==> src/rtl/dig_scan.sv <==
// Time-multiplexed 7-segment digit scanner with a double-buffered display value.
// Define DIG_LZB_EN to blank leading-zero digits (digit 0 is always lit).
module dig_scan #(
  parameter int unsigned DIGITS = 4,
  parameter int unsigned DIV    = 50000
) (
  input  logic                  clk,
  input  logic                  reset,
  input  logic                  ld,
  input  logic [4*DIGITS-1:0]   din,
  output logic [DIGITS-1:0]     an,
  output logic                  x0,
  output logic                  x1,
  output logic                  x2,
  output logic                  x3,
  output logic                  pend
);

  localparam int unsigned SW = (DIGITS > 1) ? $clog2(DIGITS) : 1;
  localparam int unsigned CW = $clog2(DIV);

  localparam logic IDLE = 1'b0;
  localparam logic SCAN = 1'b1;

  localparam logic [SW-1:0] SEL_LAST = SW'(DIGITS - 1);
  localparam logic [CW-1:0] CNT_LAST = CW'(DIV - 1);

  logic                state_q,  state_d;
  logic [CW-1:0]       cnt_q,    cnt_d;
  logic [SW-1:0]       sel_q,    sel_d;
  logic [4*DIGITS-1:0] disp_q,   disp_d;
  logic [4*DIGITS-1:0] shadow_q, shadow_d;
  logic                pend_q,   pend_d;
  logic [DIGITS-1:0]   an_q,     an_d;
  logic [3:0]          x_q,      x_d;

  logic tick;
  logic wrap;
  logic [3:0] nib;

  assign tick = (cnt_q == CNT_LAST);
  assign wrap = tick && (sel_q == SEL_LAST);

  always_comb begin
    state_d  = state_q;
    cnt_d    = cnt_q;
    sel_d    = sel_q;
    disp_d   = disp_q;
    shadow_d = shadow_q;
    pend_d   = pend_q;
    case (state_q)
      IDLE: begin
        cnt_d = '0;
        sel_d = '0;
        if (ld) begin
          disp_d  = din;
          state_d = SCAN;
        end
      end
      default: begin
        cnt_d = tick ? '0 : cnt_q + 1'b1;
        if (tick) sel_d = wrap ? '0 : sel_q + 1'b1;
        // Commit at the frame boundary first; a coincident load then refills the shadow.
        if (wrap && pend_q) begin
          disp_d = shadow_q;
          pend_d = 1'b0;
        end
        if (ld) begin
          shadow_d = din;
          pend_d   = 1'b1;
        end
      end
    endcase
  end

`ifdef DIG_LZB_EN
  logic upper_zero;
`endif

  always_comb begin
    nib = '0;
`ifdef DIG_LZB_EN
    upper_zero = 1'b1;
`endif
    for (int unsigned i = 0; i < DIGITS; i++) begin
      if (SW'(i) == sel_q) nib = disp_q[4*i +: 4];
`ifdef DIG_LZB_EN
      if (SW'(i) >= sel_q && disp_q[4*i +: 4] != 4'h0) upper_zero = 1'b0;
`endif
    end
    an_d = '1;
    x_d  = '0;
    if (state_q == SCAN) begin
      an_d = ~(DIGITS'(1) << sel_q);
      x_d  = nib;
`ifdef DIG_LZB_EN
      if (sel_q != '0 && upper_zero) begin
        an_d = '1;
        x_d  = '0;
      end
`endif
    end
  end

  always_ff @(posedge clk or posedge reset) begin
    if (reset) begin
      state_q  <= IDLE;
      cnt_q    <= '0;
      sel_q    <= '0;
      disp_q   <= '0;
      shadow_q <= '0;
      pend_q   <= 1'b0;
      an_q     <= '1;
      x_q      <= '0;
    end else begin
      state_q  <= state_d;
      cnt_q    <= cnt_d;
      sel_q    <= sel_d;
      disp_q   <= disp_d;
      shadow_q <= shadow_d;
      pend_q   <= pend_d;
      an_q     <= an_d;
      x_q      <= x_d;
    end
  end

  assign an   = an_q;
  assign x0   = x_q[3];
  assign x1   = x_q[2];
  assign x2   = x_q[1];
  assign x3   = x_q[0];
  assign pend = pend_q;

endmodule

==> config.mk <==
export PLATFORM = sky130hd
export DESIGN_NAME = dig_scan
export DESIGN_NICKNAME = d
export VERILOG_FILES = /design/src/rtl/dig_scan.sv
export SDC_FILE = /design/constraint.sdc
export NUM_CORES = 1
export LEC_CHECK = 0
export BUFFER_PORTS_ARGS = -buffer_cell sky130_fd_sc_hd__buf_2
export CORE_ASPECT_RATIO = 1.5
export CORE_MARGIN = 10
export CORE_UTILIZATION = 50
export DETAILED_ROUTE_END_ITERATION = 10
export GPL_ROUTABILITY_DRIVEN = 0
export PLACE_DENSITY = 0.69
export SETUP_SLACK_MARGIN = 0.5
export SLEW_MARGIN = 5
export SYNTH_ARGS = -nofsm -noshare
export SYNTH_HDL_FRONTEND = slang
export SYNTH_SLANG_ARGS = --single-unit
==> constraint.sdc <==
create_clock -name clk -period 3.6 [get_ports clk]
set_clock_uncertainty 0.1 [all_clocks]
set_input_delay 0.18 -clock clk [delete_from_list [all_inputs] [get_ports clk]]
set_output_delay 0.18 -clock clk [all_outputs]
set_load 0.1 [all_outputs]
* Word level (Yosys, flattened, before mapping)
Index checks and enable logic that the tools add are counted.
Cells by class: $add $sub $neg 2, equal/unequal tests 7, shift operators 1, mux-type cells 18, bitwise logic cells 1, reductions and logical operators 8
Operators with widths (number):
- 16-bit 2-to-1 mux | 5
- 4-bit 2-to-1 mux | 6
- 16-bit by 1-bit adder with 16-bit output, second input constant | 1
- 16-bit equality test, second input constant | 1
- 2-bit 2-to-1 mux | 3
- 2-bit AND reduction | 3
- 2-bit equality test, first input constant | 2
- 1-bit 2-to-1 mux | 4
- 2-bit by 1-bit != test with 1-bit output, second input constant | 2
- 4-bit inverter | 1
- 2-bit nonzero test | 2
- 1-bit by 2-bit left shift with 4-bit output, first input constant | 1
- 2-bit by 1-bit adder with 2-bit output, second input constant | 1
- 1-bit by 2-bit equality test with 1-bit output, first input constant | 1
- 2-bit equality test, second input constant | 1
- 1-bit logical AND | 2
- 2-bit zero test | 1
Storage, ports and cells: register bits after elaboration 60, output and inout bits 9, word-level logic and storage cells 45

* Logic depth before layout (Yosys ltp)
word-level depth 6, depth in mapped cells 8, mapped depth without buffers 6

* Worst setup path after synthesis
No wires, ideal clock.
path type register -> register, from register cnt_q[13], to register disp_q[0], library setup time 123 ps, data arrival time 2258 ps, setup slack 1119 ps, stages on the path, launching flop included 8, path buffers 3, clock period less this slack 2481 ps, cell sequence dfrtp_1 -> or4_1 -> or4_1 -> buf_2 -> or2_1 -> buf_6 -> buf_6 -> o221a_1
Between the ends: word-level cells in the longest chain between the ends 5
Ends and longest elaborated chain:
- from (decl) | RTL line 29 | logic [CW-1:0] cnt_q, cnt_d;
- from (signal assigned) | RTL line 117 | cnt_q <= cnt_d;
- 16-bit equality test | RTL line 41 | assign tick = (cnt_q == CNT_LAST);
- 1-bit logical AND | RTL line 42 | assign wrap = tick && (sel_q == SEL_LAST);
- 1-bit logical AND | RTL line 64 | if (wrap && pend_q) begin
- 2-bit by 1-bit != test with 1-bit output (no line)
- 2-bit AND reduction (no line)
- to (signal assigned) | RTL line 119 | disp_q <= disp_d;
- to (decl) | RTL line 31 | logic [4*DIGITS-1:0] disp_q, disp_d;
Every way passes these cells. A chain may end at the register's enable or synchronous reset.

* Worst setup path after layout
from register cnt_q[10], to register disp_q[7]
The elaborated chain is that of the path after synthesis.

==> flow_summary.html <==
<table>
<tr><th>Metric</th><th>Value</th></tr>
<tr><th colspan="2">Finish</th></tr>
<tr><td>Synth-to-Final Area Change</td><td>19.9%</td></tr>
<tr><td>Filler instances</td><td>427</td></tr>
<tr><td>NumNets Final</td><td>between 200 and 300</td></tr>
<tr><td>Post-layout instance area</td><td>3210 µm²</td></tr>
<tr><td>Antenna diode instance count</td><td>0</td></tr>
<tr><td>Layout cells sized above 1</td><td>24.3%</td></tr>
<tr><th colspan="2">Timing</th></tr>
<tr><td>Rel. slew slack</td><td>between 40% and 50%</td></tr>
<tr><td>Final setup vio count</td><td>0</td></tr>
<tr><td>Maximum clock frequency</td><td>roughly 370 MHz</td></tr>
<tr><td>Hold Violations, Final</td><td>0</td></tr>
<tr><td>Tightest Pin Transition</td><td>around 800 ps</td></tr>
<tr><td>Post-route clock period utilization</td><td>between 70 and 80%</td></tr>
<tr><td>RSZ-0062 raised after global routing</td><td>no</td></tr>
<tr><td>Aggregate negative setup slack</td><td>0 ps</td></tr>
<tr><td>Period minus WS final</td><td>2680 ps</td></tr>
<tr><td>Fin. max-slew vios</td><td>0</td></tr>
<tr><th colspan="2">Place</th></tr>
<tr><td>Count of input and output buffers</td><td>27</td></tr>
<tr><td>Sum of net half-perimeters after detailed placement</td><td>3.73 mm</td></tr>
<tr><td>Area after DPL</td><td>2860 µm²</td></tr>
<tr><th colspan="2">Floorplanning</th></tr>
<tr><td>Rows</td><td>32</td></tr>
<tr><td>Area of the die</td><td>~8700 µm²</td></tr>
<tr><td>Number of top-level design ports</td><td>28</td></tr>
<tr><td>Core area</td><td>5160 µm²</td></tr>
<tr><td>Starting Density</td><td>between 50% and 60%</td></tr>
<tr><td>Die height</td><td>110 µm</td></tr>
<tr><td>Die span in x</td><td>around 80 µm</td></tr>
<tr><th colspan="2">Drt</th></tr>
<tr><td>Pre-Repair DR Iteration Count</td><td>4</td></tr>
<tr><td>Count of unresolved DRC violations after routing</td><td>0</td></tr>
<tr><td>Routed wire length per instance</td><td>about 15 µm</td></tr>
<tr><td>Wire length after detailed routing</td><td>just over 5 mm</td></tr>
<tr><td>Via density per instance</td><td>approximately 5.2</td></tr>
<tr><td>Starting DRT DRC Count</td><td>74</td></tr>
<tr><td>Total via count in the routed design</td><td>about 1800</td></tr>
<tr><td>Antenna Nets Post-Route</td><td>0</td></tr>
<tr><th colspan="2">Power and ir drop</th></tr>
<tr><td>P per Cell Area</td><td>496 nW/µm²</td></tr>
<tr><td>Peak ir drop on the vdd network</td><td>about 0.32 mV</td></tr>
<tr><td>Reported leakage power</td><td>1.38 nW</td></tr>
<tr><th colspan="2">Job</th></tr>
<tr><td>Reported max-cap violation count</td><td>0</td></tr>
<tr><th colspan="2">Logic synthesis</th></tr>
<tr><td>Ys async rst share</td><td>100%</td></tr>
<tr><td>Main area contributors after synthesis</td><td>sky130_fd_sc_hd__dfrtp_1, sky130_fd_sc_hd__mux2_2, sky130_fd_sc_hd__o221a_1</td></tr>
<tr><td>Syn_nets</td><td>between 200 and 250</td></tr>
<tr><td>Fraction of the yosys area taken by sequential cells</td><td>between 50 and 60%</td></tr>
<tr><td>Synthesized area per cell</td><td>between 10 and 15 µm²</td></tr>
<tr><td>Synthesis-stage register bit count</td><td>60</td></tr>
<tr><td>Netlist area before placement</td><td>between 2000 and 3000 µm²</td></tr>
<tr><td>Area share of the largest cell type after synthesis</td><td>a little over half</td></tr>
<tr><td>Unique masters post-synth</td><td>36</td></tr>
<tr><td>Dominant cell by count in the synthesized netlist</td><td>sky130_fd_sc_hd__dfrtp_1</td></tr>
<tr><td>Number of cells produced by synthesis</td><td>222</td></tr>
<tr><td>Total of warnings raised by yosys</td><td>0</td></tr>
<tr><td>Library cell with the largest summed area after synthesis</td><td>sky130_fd_sc_hd__dfrtp_1</td></tr>
<tr><td>Number of enable-type register cells in the synthesized netlist</td><td>0</td></tr>
<tr><td>Synth Flop Type</td><td>sky130_fd_sc_hd__dfrtp_1</td></tr>
<tr><td>Cell types with the highest counts after synthesis</td><td>sky130_fd_sc_hd__dfrtp_1, sky130_fd_sc_hd__nand2b_1, sky130_fd_sc_hd__mux2_2, sky130_fd_sc_hd__o221a_1, sky130_fd_sc_hd__nor2_1</td></tr>
<tr><th colspan="2">Worst setup path</th></tr>
<tr><td>Slack of the worst reg-to-reg path</td><td>slightly above 900 ps</td></tr>
<tr><td>Category of the most critical setup path</td><td>reg2reg</td></tr>
<tr><td>Max incr delay on CP</td><td>about 700 ps</td></tr>
<tr><td>Most used cell, CP</td><td>sky130_fd_sc_hd__or4_1</td></tr>
<tr><td>Terminus of the critical flop-to-flop path</td><td>disp_q[7]</td></tr>
<tr><td>Register-to-Register Path Depth</td><td>4</td></tr>
<tr><td>Cells along the critical path</td><td>or4_1 -&gt; or4_1 -&gt; o21bai_2 -&gt; o221a_1</td></tr>
<tr><td>Launching point of the worst reg2reg path</td><td>cnt_q[10]</td></tr>
<tr><td>Crit path DAT</td><td>2850 ps</td></tr>
<tr><td>Cell at the slowest stage of the critical path</td><td>sky130_fd_sc_hd__or4_1</td></tr>
<tr><td>Required arrival time at the worst endpoint</td><td>around 3800 ps</td></tr>
<tr><td>Largest fanout of any net on the critical path</td><td>16</td></tr>
<tr><td>Setup crit end kind</td><td>flop</td></tr>
<tr><td>Crit path launch type</td><td>flop</td></tr>
<tr><th colspan="2">Clock tree</th></tr>
<tr><td>Max H-tree Level</td><td>3</td></tr>
<tr><td>Number of clock sinks</td><td>60</td></tr>
<tr><td>Post-CTS resize count</td><td>0</td></tr>
<tr><td>Number of buffers inserted during clock tree synthesis</td><td>9</td></tr>
<tr><td>Maximum root-to-sink buffer count</td><td>2</td></tr>
<tr><td>Clock insertion delay at the later pin of the skew report</td><td>330 ps</td></tr>
<tr><td>Root Driver</td><td>sky130_fd_sc_hd__clkbuf_8</td></tr>
<tr><td>CTS tree</td><td>built</td></tr>
<tr><td>Clock-pin slew of the registers on the worst-case setup and hold paths</td><td>60 ps</td></tr>
<tr><th colspan="2">Global routing</th></tr>
<tr><td>Number of global-route vias before repair</td><td>1918</td></tr>
<tr><td>Wire length of the first global-routing pass</td><td>between 8 and 9 mm</td></tr>
<tr><td>Antenna violations before repair</td><td>0</td></tr>
<tr><td>Maximum number of pins on one net before global-route repair</td><td>41</td></tr>
<tr><td>Global router's overall resource usage</td><td>roughly an eighth</td></tr>
<tr><td>Global-route congestion overflow total</td><td>0</td></tr>
<tr><th colspan="2">Hold path</th></tr>
<tr><td>WHS Endpoint</td><td>shadow_q[9]</td></tr>
<tr><td>Worst hold start</td><td>shadow_q[9]</td></tr>
<tr><td>Worst min path class</td><td>reg2reg</td></tr>
<tr><td>Worst hold path stage count</td><td>1</td></tr>
<tr><th colspan="2">Status</th></tr>
<tr><td>Run status</td><td>finished clean</td></tr>
</table>
flip-flops by register name, summed over array words and instances, names as in the netlist:
name,count
cnt_q,16
disp_q,16
shadow_q,16
an,4
x_q,4
sel_q,2
pend,1
state_q,1
final cells by class:
type / count / area, µm² / area share, %
timing repair buffer: 47 / 330 / 10.3
multi-input combinational: 144 / 1080 / 33.7
sequential: 60 / 1510 / 47.0
inverter: 9 / 33.8 / 1.05
tap: 68 / 85.1 / 2.65
clock buffer: 11 / 141 / 4.41
clock inverter: 5 / 27.5 / 0.859
worst max path at each step:
stage	endpoint	cells past startpoint	slack (ps)	from
floorplan	disp_q[0]	7	1120	cnt_q[13]
global placement	disp_q[15]	4	970	cnt_q[13]
detailed placement	disp_q[7]	4	900	cnt_q[10]
CTS	disp_q[7]	4	890	cnt_q[13]
global route	disp_q[7]	4	740	cnt_q[10]
finish	disp_q[7]	4	920	cnt_q[10]
power breakdown:
group / internal [mW] / total [mW] / switching [mW]
combinational: 0.110 / 0.241 / 0.130
clock: 0.263 / 0.514 / 0.251
sequential: 0.757 / 0.834 / 0.0765
cell usage in the layout, fill, tap and decap left out, types with 2 or more instances in the layout:
cell and count:
sky130_fd_sc_hd__clkbuf_8 10, sky130_fd_sc_hd__a221oi_1 3, sky130_fd_sc_hd__xnor2_1 9, sky130_fd_sc_hd__a21oi_1 3, sky130_fd_sc_hd__inv_1 8, sky130_fd_sc_hd__nor2b_1 4, sky130_fd_sc_hd__mux2_2 16, sky130_fd_sc_hd__nand2b_1 17
sky130_fd_sc_hd__a22o_1 3, sky130_fd_sc_hd__dlygate4sd3_1 18, sky130_fd_sc_hd__nor3_1 4, sky130_fd_sc_hd__or4_1 2, sky130_fd_sc_hd__nand3_1 6, sky130_fd_sc_hd__nor2_1 15, sky130_fd_sc_hd__clkinv_2 4, sky130_fd_sc_hd__buf_2 27
sky130_fd_sc_hd__nand2_1 13, sky130_fd_sc_hd__and2_1 2, sky130_fd_sc_hd__dfrtp_1 56, sky130_fd_sc_hd__dfstp_2 4, sky130_fd_sc_hd__xor2_1 5, sky130_fd_sc_hd__ha_1 5, sky130_fd_sc_hd__buf_4 2, sky130_fd_sc_hd__nor4_1 4
sky130_fd_sc_hd__nand4_1 5, sky130_fd_sc_hd__o221a_1 16
routing by layer:
| layer | vias up | GRT usage, % | part of all wire, % |
|---|---|---|---|
| met5 | - | 0 | 0 |
| met4 | 0 | 5.01 | 1.6 |
| met3 | 8 | 4.49 | 3.6 |
| met2 | 33 | 22.3 | 53 |
| met1 | 866 | 14.7 | 42 |
| li1 | 890 | - | - |
repair_timing:
| item | 4_1_cts | 5_1_grt |
|---|---|---|
| hold buffers | 18 | 0 |
| hold endpoints to repair | 52 | 0 |
| setup buffers | 0 | 0 |
kinds of logic (layout without fill, tap and decap cells):
logic type / Yosys count / count (layout) / share of synthesized area [%]
xor gates and xnor gates: 14 / 14 / 4.59
buffers and inverters: 18 / 72 / 3.18
DFF: 60 / 60 / 56.4
and+or+nand+nor: 79 / 79 / 15.9
adders and majority gates: 5 / 5 / 2.34
muxes: 17 / 17 / 7.12
AOI/OAI and AO/OA: 29 / 29 / 10.5
metrics by stage:
step / utilization (%) / worst slack [ps] / hold WS [ps] / cells / total power [mW]
after floorplan: - / 1120 / 189 / 222 / 1.00
after global placement: 55.3 / 973 / 278 / 310 / 1.07
after detailed placement: 55.3 / 903 / 285 / 310 / 1.08
after CTS: 62.1 / 888 / 413 / 344 / 1.61
after global routing: 62.1 / 744 / 431 / 344 / 1.67
final: 62.1 / 921 / 411 / 344 / 1.59
worst max-delay path, delay by kind of cell (launching register included):
kind	cells	cell delay [ps]
and+or+nand+nor	2	1190
AOI/OAI and AO/OA	2	900
DFF	1	430
(Power assumes the default switching activity.)
